$ cat config.mk
export PLATFORM = sky130hd
export DESIGN_NAME = fpdiv_arbiter
export DESIGN_NICKNAME = d
export VERILOG_FILES = /design/src/rtl/fpdiv_arbiter_pkg.sv /design/src/rtl/fpdiv_arbiter_rr_arb2.sv /design/src/rtl/fpdiv_arbiter.sv
export SDC_FILE = /design/constraint.sdc
export NUM_CORES = 1
export LEC_CHECK = 0
export ABC_AREA = 1
export CORE_MARGIN = 8
export CORE_UTILIZATION = 45
export CTS_CLUSTER_SIZE = 20
export DETAILED_ROUTE_END_ITERATION = 16
export GPL_TIMING_DRIVEN = 0
export PLACE_DENSITY_LB_ADDON = 0.2
export SKIP_CTS_REPAIR_TIMING = 1
export SYNTH_ARGS = -nofsm -noshare
export SYNTH_HDL_FRONTEND = slang
export SYNTH_SLANG_ARGS = --single-unit
export TNS_END_PERCENT = 10
$ cat constraint.sdc
create_clock -name clk -period 4.9 [get_ports clk]
set_input_delay 0.735 -clock clk [delete_from_list [all_inputs] [get_ports clk]]
set_output_delay 0.735 -clock clk [all_outputs]
set_load 0.005 [all_outputs]
$ cat src/rtl/fpdiv_arbiter_pkg.sv
// Shared definitions for the two-requester FP divider front end:
// FSM encoding, operand width and the divider/watchdog timing constants.
package fpdiv_arbiter_pkg;

    typedef enum logic [1:0] {
        ST_IDLE = 2'd0,
        ST_RUN  = 2'd1,
        ST_DONE = 2'd2
    } state_t;

    localparam int DATA_W     = 32;
    localparam int DIV_CYCLES = 26;
    localparam int WDOG_LIMIT = 32;
    localparam int WDOG_W     = 6;

endpackage

$ cat src/rtl/fpdiv_arbiter_rr_arb2.sv
// Two-way round-robin grant: a 1-bit pointer breaks ties, the mask removes
// a requester from consideration, and the pointer flips away from each winner.
module rr_arb2 (
    input  logic       clk,
    input  logic       rst,
    input  logic       en,
    input  logic [1:0] req,
    input  logic [1:0] mask,
    output logic [1:0] gnt
);

    logic       ptr;
    logic [1:0] elig;

    always_comb begin
        elig = req & ~mask;
        gnt  = 2'b00;
        if (en) begin
            if (elig == 2'b11)
                gnt = ptr ? 2'b10 : 2'b01;
            else
                gnt = elig;
        end
    end

    // Winner 0 hands priority to 1 and vice versa.
    always_ff @(posedge clk or posedge rst) begin
        if (rst)
            ptr <= 1'b0;
        else if (gnt != 2'b00)
            ptr <= gnt[0];
    end

endmodule

$ cat src/rtl/fpdiv_arbiter.sv
// Arbitrates two requesters onto one external FP divider, latches operands,
// captures the result and aborts via watchdog if the divider never finishes.
module fpdiv_arbiter
    import fpdiv_arbiter_pkg::*;
(
    input  logic              clk,
    input  logic              rst,
    input  logic              req0,
    input  logic              req1,
    input  logic [DATA_W-1:0] x0,
    input  logic [DATA_W-1:0] y0,
    input  logic [DATA_W-1:0] x1,
    input  logic [DATA_W-1:0] y1,
    output logic              ack0,
    output logic              ack1,
    output logic [DATA_W-1:0] z,
    output logic              err,
    output logic              busy,
    output logic              div_run,
    output logic [DATA_W-1:0] div_x,
    output logic [DATA_W-1:0] div_y,
    input  logic              div_stall,
    input  logic [DATA_W-1:0] div_z
);

    state_t            state, next_state;
    logic [1:0]        gnt;
    logic [1:0]        mask;
    logic              owner;
    logic              abort;
    logic              just_done;
    logic [WDOG_W-1:0] wdog;
    logic              wdog_hit;

    // The requester just served sits out the first IDLE cycle, while it drops req.
    assign mask     = just_done ? (owner ? 2'b10 : 2'b01) : 2'b00;
    assign wdog_hit = (wdog == WDOG_W'(WDOG_LIMIT - 1));

    rr_arb2 u_arb (
        .clk  (clk),
        .rst  (rst),
        .en   (state == ST_IDLE),
        .req  ({req1, req0}),
        .mask (mask),
        .gnt  (gnt)
    );

    always_ff @(posedge clk or posedge rst) begin
        if (rst)
            state <= ST_IDLE;
        else
            state <= next_state;
    end

    always_comb begin
        next_state = state;
        case (state)
            ST_IDLE: if (gnt != 2'b00) next_state = ST_RUN;
            ST_RUN:  if (!div_stall || wdog_hit) next_state = ST_DONE;
            ST_DONE: next_state = ST_IDLE;
            default: next_state = ST_IDLE;
        endcase
    end

    always_comb begin
        div_run = (state == ST_RUN);
        busy    = (state != ST_IDLE);
        ack0    = (state == ST_DONE) && !owner;
        ack1    = (state == ST_DONE) && owner;
        err     = (state == ST_DONE) && abort;
    end

    // Operand latch on grant, watchdog count and result capture at end of RUN.
    always_ff @(posedge clk or posedge rst) begin
        if (rst) begin
            div_x     <= '0;
            div_y     <= '0;
            z         <= '0;
            owner     <= 1'b0;
            abort     <= 1'b0;
            wdog      <= '0;
            just_done <= 1'b0;
        end else begin
            just_done <= (state == ST_DONE);
            if (state == ST_IDLE && gnt != 2'b00) begin
                owner <= gnt[1];
                div_x <= gnt[1] ? x1 : x0;
                div_y <= gnt[1] ? y1 : y0;
                wdog  <= '0;
            end else if (state == ST_RUN) begin
                wdog <= wdog + WDOG_W'(1);
                if (!div_stall) begin
                    z     <= div_z;
                    abort <= 1'b0;
                end else if (wdog_hit) begin
                    z     <= '0;
                    abort <= 1'b1;
                end
            end
        end
    end

endmodule

==> impl_results.md, run 1 <==
- GRT Util Overall: 23.1%
- Max Cap Viol: 0
- Initial Utilization: 45.5%
- Placed Instances: 1,146
- Share of cells above drive strength 1: 11.9%
- Clock buffer depth: 2
- Final period util: 54.4%
- Mapped Cells: 708
- Placed inst area: 0.00855 mm^2
- RD Place Congestion: 0.820
- Crit-path max FO: 10
- Routed len/inst: 16.2 um
- PwrDens: 574 mW/mm^2
- Leakage: 4.39 nW
- Peak supply drop: 0.000310 V
- H-tree levels: 3
- Syn_nets: 874
- CP cell instances: inv_2 > nand2_1 > inv_2 > buf_2 > clkdlybuf4s50_1
- Worst setup EP type: primary output
- Largest net degree at the start of global routing: 63
- Clock edge transition at the registers on the reported setup and hold paths: 0.07 ns
- Status: finished, final reports clean
- Number of synthesized register bits: 108
- Final setup vio count: 0
- Final min period: 2.66 ns
- First-pass DRT Iterations: 5
- Syn Area/Cell: 7.98 um^2
- Synthesized area: 0.00565 mm^2
- Min-Delay Path Class: flop to flop
- DR vias/cell: 4.90
- Initial antenna violation count: 0
- Num CTS Buffers: 9
- Sequential-to-total area share from yosys stat: 47.8%
- Crit start category: flop
- Remaining Overflow, GRT: 0
- # rows: 41
- Via count of the first global-routing pass: 5,515
- Crit-path max cell delay: 0.54 ns
- Top Ports: 266
- Clk_skew: 0.00626 ns
- Core area: 0.0124 mm^2
- Crit-path most repeated cell: inv_2
- Most common cell after layout, fill and taps aside: clkdlybuf4s50_1
- Slew Limit Headroom: 59.3%
- CTS Sinks: 108
- Width of the die: 128 um
- Fmax: 375 MHz
- Area growth, synth to finish: 56.9%
- Floorplan die height: 128 um
- WS Path Type: flop to primary output
- Layout Nets: 1,151
- Ant. Diodes: 0
- CTS tree: yes
- DP HPWL: 14,500 um
- Max-slew violations: 0
- Synth warnings: 0
- Library cells used by synthesis: 18
- Bufs and invs on worst path: 4
- Final Hold Fails: 0
- Routed Antenna Nets: 0
- Port-buffer cells: 265
- Cell family with most CP delay: buffers and inverters
- First-pass GRT wire length: 29,400 um
- Clk_lat worst skew: 0.35 ns
- WP data required: 4.16 ns
- Critical Path AT: 1.93 ns
- Die area: 0.0164 mm^2
- Via count: 5,690
- Slowest CP cell: clkdlybuf4s50_1
- Detailed Route WL: 18,800 um
- Final instance area: 0.00887 mm^2
- Iter 0 DRT Violations: 321
- Leading cell types in the layout, fill and taps excluded: 265 x clkdlybuf4s50_1, 213 x nand2_1, 190 x nand3_1
- Root buf cell: clkbuf_16
- RSZ-0062 raised after global routing: false
- Layout Cells excl Fill: 1,162
- Measured slew at the worst slew-check pin: 0.611 ns
- Remaining DRCs: 0
## flip-flops by register name (all words and copies together) (netlist names)
name / cells
div_x: 32
div_y: 32
z: 32
wdog: 6
state: 2
abort: 1
just_done: 1
owner: 1
u_arb.ptr: 1
## through the flow
stage	setup WS (ns)	setup TNS [ns]	total power [W]	util [%]	hold WS [ns]
floorplan	1.32	0	0.00298	-	0.442
global placement	-0.501	-53.51	0.00430	68.6	0.453
detailed placement	2.61	0	0.00435	68.9	0.458
CTS	2.22	0	0.00515	71.4	0.475
global route	2.14	0	0.00550	71.4	0.494
finish	2.24	0	0.00509	71.4	0.470
## cells in the mapped netlist
cell type / instances / area (um^2)
a21oi_1: 1 / 5.00
buf_2: 27 / 135
buf_4: 8 / 60.1
buf_6: 12 / 135
clkbuf_1: 4 / 15.0
dfrtp_1: 108 / 2700
ha_1: 1 / 12.5
inv_1: 74 / 278
inv_2: 4 / 15.0
nand2_1: 213 / 800
nand2_2: 5 / 31.3
nand3_1: 190 / 951
nand3_2: 42 / 420
nor2_1: 11 / 41.3
nor2_2: 2 / 12.5
nor3b_1: 2 / 15.0
o21ai_0: 3 / 15.0
or2_2: 1 / 6.26
## worst register-to-register path: cells and delay by family (launching register included)
| family | cells | cell delay (ns) |
|---|---|---|
| buffers and inverters | 4 | 0.65 |
| DFF | 1 | 0.41 |
| and+or+nand+nor | 5 | 0.45 |
## cells by family after synthesis
kind of cell,share of synthesized area (%)
simple gates,40.3
buf+inv,11.3
flops,47.8
compound gates,0.354
fa+ha+maj,0.221
## cell type report
type | instances | area [um^2]
Inverter | 78 | 295
Clock inverter | 5 | 75.1
Timing Repair Buffer | 266 | 2680
Tap cell | 172 | 215
Clock buffer | 11 | 243
Sequential cell | 108 | 2700
Fill cell | 1041 | 3550
Multi-Input combinational cell | 471 | 2310
Buffer | 51 | 345
## layer usage
metal / track usage (%) / up-vias / share of wire [%]
met3: 7.90 / 29 / 11
met1: 27.9 / 2612 / 40
met2: 37.2 / 238 / 47
met5: 0 / - / 0
met4: 8.81 / 0 / 2.5
li1: - / 2811 / -
## report_power, final
part	total [W]	internal, W	switching [W]
combinational	0.00272	0.00140	0.00132
sequential	0.00159	0.00133	0.000262
clock	0.000778	0.000460	0.000318
## worst paths after layout
kind                           from         to  slack, ns  cells past startpoint
setup / recovery           state[1]    div_run       2.24                      5
hold / removal                 z[0]       z[0]       0.47                      2
setup reg to reg              owner   div_y[9]       3.35                      9
hold reg to reg                z[0]       z[0]       0.47                      2
max in group asynchronous       rst  div_y[29]       3.37                      3
min in group asynchronous       rst      z[11]       0.82                      2
(Power assumes the default switching activity.)
==> run 2: changes to the inputs <==
--- a/config.mk
+++ b/config.mk
@@ -7,7 +7,7 @@
 export LEC_CHECK = 0
 export ABC_AREA = 1
 export CORE_MARGIN = 8
-export CORE_UTILIZATION = 45
+export CORE_UTILIZATION = 38
 export CTS_CLUSTER_SIZE = 20
 export DETAILED_ROUTE_END_ITERATION = 16
 export GPL_TIMING_DRIVEN = 0
==> constraint.sdc (replaced) <==
create_clock -name clk -period 2.37 [get_ports clk]
set_input_delay 0.3555 -clock clk [delete_from_list [all_inputs] [get_ports clk]]
set_output_delay 0.3555 -clock clk [all_outputs]
set_load 0.005 [all_outputs]
==> run 2 against run 1 <==
First-iteration DRC count decreased by 33%. Utilization fell by 10 points. Die area rose by 16%. Setup slack got worse by 2.1 ns. Sequential power up 110%. Clock skew is 0.00085 ns higher. Total power increased by 110%. Non-clock buffer count rose by 2. Count of clock-buffer cells in the layout up 2. Global-route usage decreased by 2.8 points. Critical endpoint unchanged.
==> impl_results.md, run 2 (synthesized netlist as in run 1, its figures left out) <==
- Origin of the critical flop-to-flop path: owner (unchanged)
- Leakage: 4.39 nW (about the same)
- Comb pwr share: 53.8% (was 53.5%)
- Peak supply drop: 0.000562 V (was 0.000310 V)
- Critical path depth: 5 (unchanged)
- DR vias/cell: 4.75 (was 4.90)
- RSZ-0062 raised after global routing: false (unchanged)
- Bufs and invs on worst path: 4 (unchanged)
- Placed inst area: 0.00860 mm^2 (was 0.00855 mm^2)
- Clock edge transition at the registers on the reported setup and hold paths: 0.07 ns (about the same)
- Final period util: 95.4%
- Routed len/inst: 16.6 um (was 16.2 um)
- Worst Setup EP: div_run (unchanged)
- Via count: 5,589 (was 5,690)
- Critical path origin: state[1] (unchanged)
- Leading cell types in the layout, fill and taps excluded: 265 x clkdlybuf4s50_1, 213 x nand2_1, 190 x nand3_1 (unchanged)
- Layout Nets: 1,153 (was 1,151)
- Floorplan die height: 138 um (was 128 um)
- Core area: 0.0145 mm^2 (was 0.0124 mm^2)
- Routed Antenna Nets: 0 (unchanged)
- Num CTS Buffers: 9 (unchanged)
- Largest regs: div_x (32), div_y (32), z (32) (unchanged)
- Most common cell after layout, fill and taps aside: clkdlybuf4s50_1 (unchanged)
- Min-Delay Path Class: primary input to async pin (was flop to flop)
- Clk_skew: 0.00711 ns (was 0.00626 ns)
- Initial antenna violation count: 1 (was 0)
- Via count of the first global-routing pass: 5,562 (was 5,515)
- Seq pwr share: 31.5% (was 31.2%)
- Clock buffer depth: 2 (unchanged)
- Measured slew at the worst slew-check pin: 0.543 ns (was 0.611 ns)
- Flop-to-flop setup slack: 0.84 ns (was 3.35 ns)
- Internal power: 0.00651 W (was 0.00319 W)
- # rows: 44 (was 41)
- Port-buffer cells: 265 (unchanged)
- Worst reg2reg path depth: 9 (unchanged)
- Largest net degree at the start of global routing: 40 (was 63)
- Detailed Route WL: 19,600 um (was 18,800 um)
- Crit-path max cell delay: 0.54 ns (about the same)
- Fmax: 442 MHz
- Clock power frac: 14.7% (was 15.3%)
- Remaining Overflow, GRT: 0 (unchanged)
- Final setup vio count: 0 (unchanged)
- Critical Path AT: 1.91 ns (was 1.93 ns)
- Final WS setup: 0.108 ns (was 2.24 ns)
- Slowest CP cell: clkdlybuf4s50_1 (unchanged)
- Max-slew violations: 0 (unchanged)
- First-pass GRT wire length: 29,800 um (was 29,400 um)
- DP HPWL: 15,000 um (was 14,500 um)
- Iter 0 DRT Violations: 214 (was 321)
- Cell family with most CP delay: buffers and inverters (unchanged)
- Pre-CTS setup slack: 0.482 ns (was 2.61 ns)
- CTS Sinks: 108 (unchanged)
- Initial Utilization: 38.9% (was 45.5%)
- PwrDens: 1180 mW/mm^2 (was 574 mW/mm^2)
- Ant. Diodes: 0 (unchanged)
- Remaining DRCs: 0 (unchanged)
- Slew Limit Headroom: 63.8% (was 59.3%)
- Final Hold Fails: 0 (unchanged)
- Crit start category: flop (unchanged)
- Crit-path max FO: 10 (unchanged)
- Root buf cell: clkbuf_16 (unchanged)
- H-tree levels: 3 (unchanged)
- WS Path Type: flop to primary output (unchanged)
- Sw power: 0.00396 W (was 0.00190 W)
- Max Cap Viol: 0 (unchanged)
- Net Sw Frac: 37.8% (was 37.3%)
- Crit-path most repeated cell: inv_2 (unchanged)
- Worst flop-to-flop path endpoint: div_y[19] (was div_y[9])
- Status: finished, final reports clean (unchanged)
- WP data required: 2.01 ns (was 4.16 ns)
- Die area: 0.0190 mm^2 (was 0.0164 mm^2)
- Top Ports: 266 (unchanged)
- Final instance area: 0.00889 mm^2 (was 0.00887 mm^2)
- CP cell instances: inv_2 > nand2_1 > inv_2 > buf_2 > clkdlybuf4s50_1 (unchanged)
- Share of cells above drive strength 1: 11.9% (about the same)
- Layout filler cell count: 1,354 (was 1,041)
- First-pass DRT Iterations: 4 (was 5)
- Final min period: 2.26 ns
- Clk_lat worst skew: 0.35 ns (about the same)
- Width of the die: 138 um (was 128 um)
- GRT Util Overall: 20.3% (was 23.1%)
- CTS tree: yes (unchanged)
- Worst setup EP type: primary output (unchanged)
- RD Place Congestion: 0.799 (was 0.820)
- Area growth, synth to finish: 57.4% (was 56.9%)
[run 2: cell types whose count changed in the layout (fill, tap and decap cells not counted), sizes merged]
cell	previous run	this run
buf	48	50
clkbuf	15	17
inv	78	77
bufinv	2	1
clkinvlp	0	2
clkinv	3	1
[run 2: power groups by stage]
| stage | combinational (W) | sequential (W) | clock [W] |
|---|---|---|---|
| floorplan | 0.00280 | 0.00336 | 0 |
| global route | 0.00626 | 0.00342 | 0.00164 |
| detailed placement | 0.00569 | 0.00333 | 0 |
| finish | 0.00563 | 0.00329 | 0.00154 |
| CTS | 0.00572 | 0.00330 | 0.00157 |
| global placement | 0.00563 | 0.00329 | 0 |
[run 2: worst min-delay path by stage]
stage	endpoint	cells past startpoint	slack, ns
2_1_floorplan	abort	2	0.44
3_3_place_gp	z[21]	2	0.45
3_5_place_dp	z[13]	2	0.46
4_1_cts	z[24]	2	0.25
5_1_grt	z[21]	2	0.25
6_report	z[20]	2	0.26
[run 2: area by class of cell]
| class | count | area, um^2 | share of cell area, % |
|---|---|---|---|
| multi-input cells | 471 | 2310 | 26.0 |
| flip-flops and latches | 108 | 2700 | 30.4 |
| well taps | 184 | 230 | 2.59 |
| clock buffers | 13 | 250 | 2.81 |
| inverters | 78 | 297 | 3.33 |
| plain buffers | 51 | 345 | 3.88 |
| clock inverters | 3 | 46.3 | 0.521 |
| repair buffers | 268 | 2710 | 30.5 |
[run 2: metal layers]
layer  track usage, %  up-vias  part of all wire, %
met5                0        -                0.051
met3             8.19       20                   12
met4             6.45        2                  1.8
met2             32.1      216                   46
li1                 -     2815                    -
met1             24.7     2536                   41
[run 2: stage by stage]
step	hold slack [ns]	total power [W]	std cells	utilization [%]	TNS, ns
2_1_floorplan	0.442	0.00616	708	-	0
3_3_place_gp	0.453	0.00892	1157	58.7	-53.26
3_5_place_dp	0.458	0.00902	1160	59.2	0
4_1_cts	0.254	0.0106	1176	61.2	0
5_1_grt	0.254	0.0113	1176	61.2	0
6_report	0.261	0.0105	1176	61.2	0
==> run 3: changes to the inputs <==
--- a/config.mk
+++ b/config.mk
@@ -11,6 +11,7 @@
 export CTS_CLUSTER_SIZE = 20
 export DETAILED_ROUTE_END_ITERATION = 16
 export GPL_TIMING_DRIVEN = 0
+export MAX_ROUTING_LAYER = met4
 export PLACE_DENSITY_LB_ADDON = 0.2
 export SKIP_CTS_REPAIR_TIMING = 1
 export SYNTH_ARGS = -nofsm -noshare
==> run 3 against run 2 <==
Global-route usage grew 0.58 points. Count of clock-buffer cells in the layout unchanged. Hold slack gained 0.0016 ns. Die area did not move. Register-to-register slack hardly changed. Clock power barely moved. Setup slack lost 0.0041 ns. Utilization hardly changed. Critical endpoint unchanged. Via count decreased by 0.43%. Sequential share of layout area about the same. Largest power group unchanged.
==> impl_results.md, run 3 (synthesized netlist as in run 1, its figures left out) <==
- Largest regs: div_x (32), div_y (32), z (32) (unchanged)
- Iter 0 DRT Violations: 256 (was 214)
- Crit-path most repeated cell: inv_2 (unchanged)
- Initial antenna violation count: 1 (unchanged)
- RD Place Congestion: 0.811 (was 0.799)
- Core area: 0.0145 mm^2 (unchanged)
- Final WS setup: 0.104 ns (was 0.108 ns)
- Comb pwr share: 53.8% (about the same)
- Leading cell types in the layout, fill and taps excluded: 265 x clkdlybuf4s50_1, 213 x nand2_1, 190 x nand3_1 (unchanged)
- Remaining Overflow, GRT: 0 (unchanged)
- CTS tree: yes (unchanged)
- Die area: 0.0190 mm^2 (unchanged)
- Peak supply drop: 0.000565 V (was 0.000562 V)
- Width of the die: 138 um (unchanged)
- Crit-path max FO: 10 (unchanged)
- Final period util: 95.6% (was 95.4%)
- Pre-CTS setup slack: 0.482 ns (unchanged)
- Layout Nets: 1,153 (unchanged)
- Internal power: 0.00651 W (about the same)
- Initial Utilization: 38.9% (unchanged)
- Total power: 0.0105 W (about the same)
- First-pass DRT Iterations: 5 (was 4)
- Placed Instances: 1,160 (unchanged)
- Crit-path max cell delay: 0.54 ns (about the same)
- Final setup vio count: 0 (unchanged)
- Via count of the first global-routing pass: 5,590 (was 5,562)
- Port-buffer cells: 265 (unchanged)
- Clk_skew: 0.00774 ns (was 0.00711 ns)
- Status: finished, final reports clean (unchanged)
- Area growth, synth to finish: 57.4% (about the same)
- First-pass GRT wire length: 29,700 um (was 29,800 um)
- RSZ-0062 raised after global routing: false (unchanged)
- Layout Cells excl Fill: 1,177 (was 1,176)
- Cell family with most CP delay: buffers and inverters (unchanged)
- Max Cap Viol: 0 (unchanged)
- GRT Util Overall: 20.8% (was 20.3%)
- Largest net degree at the start of global routing: 40 (unchanged)
- Max-slew violations: 0 (unchanged)
- Leakage: 4.39 nW (about the same)
- Final min period: 2.27 ns (was 2.26 ns)
- Clk_lat worst skew: 0.35 ns (about the same)
- Slowest CP cell: clkdlybuf4s50_1 (unchanged)
- WHS: 0.263 ns (was 0.261 ns)
- H-tree levels: 3 (unchanged)
- DR vias/cell: 4.73 (was 4.75)
- Routed Antenna Nets: 0 (unchanged)
- Root buf cell: clkbuf_16 (unchanged)
- Slew Limit Headroom: 64.1% (was 63.8%)
- Fmax: 441 MHz (was 442 MHz)
- Clock edge transition at the registers on the reported setup and hold paths: 0.07 ns (about the same)
- Share of cells above drive strength 1: 11.9% (unchanged)
- Measured slew at the worst slew-check pin: 0.539 ns (was 0.543 ns)
- CTS Sinks: 108 (unchanged)
- DP HPWL: 15,000 um (unchanged)
- Num CTS Buffers: 9 (unchanged)
- Crit start category: flop (unchanged)
- Bufs and invs on worst path: 4 (unchanged)
- Remaining DRCs: 0 (unchanged)
- Seq pwr share: 31.5% (about the same)
- Floorplan die height: 138 um (unchanged)
- Net Sw Frac: 37.9% (was 37.8%)
- Most common cell after layout, fill and taps aside: clkdlybuf4s50_1 (unchanged)
- Final Hold Fails: 0 (unchanged)
- CP cell instances: inv_2 > nand2_1 > inv_2 > buf_2 > clkdlybuf4s50_1 (unchanged)
- Clock power frac: 14.7% (about the same)
- PwrDens: 1180 mW/mm^2 (about the same)
- Routed len/inst: 16.7 um (was 16.6 um)
- Worst setup EP type: primary output (unchanged)
- Top Ports: 266 (unchanged)
- Clock buffer depth: 2 (unchanged)
- Critical Path AT: 1.91 ns (about the same)
- # rows: 44 (unchanged)
- Sw power: 0.00397 W (was 0.00396 W)
- Final setup TNS: 0 ns (unchanged)
- WS Path Type: flop to primary output (unchanged)
- Via count: 5,565 (was 5,589)
- Detailed Route WL: 19,600 um (about the same)
- WP data required: 2.01 ns (about the same)
- Min-Delay Path Class: primary input to async pin (unchanged)
[run 3: cell count changes in the layout (fill, tap and decap cells not counted)]
cell and change:
diode_2 +1
[run 3: area by class of cell]
type,count,area (um^2)
antenna,1,2.50
buffer,51,345
clock buffer,13,250
clock inverter,3,46.3
fill,1354,5640
inverter,78,297
multi-input combinational,471,2310
sequential,108,2700
tap,184,230
timing repair buffer,268,2710
[run 3: routing by layer]
metal	wire length, um	global-route usage [%]
met5	0	-
met4	318	6.21
met3	2090	7.57
met2	9030	32.3
met1	8180	25.0
[run 3: metrics by stage]
| step | util (%) | area [um^2] |
|---|---|---|
| 6_report | 61.2 | 8900 |
| 5_1_grt | 61.2 | 8900 |
| 4_1_cts | 61.2 | 8890 |
| 3_5_place_dp | 59.2 | 8600 |
| 3_3_place_gp | 58.7 | 8540 |
| 2_1_floorplan | - | 5650 |
[run 3: path summary, 6_finish.rpt]
kind / start / to / slack (ns) / cells after the start
worst max-delay path: state[1] / div_run / 0.10 / 5
worst min-delay path: rst / z[21] / 0.26 / 2
worst max register to register: state[0] / wdog[1] / 0.85 / 7
worst min register to register: z[14] / z[14] / 0.47 / 2
max in group asynchronous: rst / div_x[7] / 1.17 / 5
min in group clk: z[14] / z[14] / 0.47 / 2
[run 3: power by group through the flow]
stage / clock network, W / registers, W / logic, W
floorplan: 0 / 0.00336 / 0.00280
global placement: 0 / 0.00329 / 0.00563
detailed placement: 0 / 0.00333 / 0.00569
CTS: 0.00157 / 0.00330 / 0.00572
global route: 0.00164 / 0.00342 / 0.00626
finish: 0.00154 / 0.00329 / 0.00563
[run 3: worst register-to-register path, delay by kind of cell (launching register included)]
kind,cells,cell delay [ns]
buf+inv,1,0.28
simple gates,6,0.71
flops,1,0.43
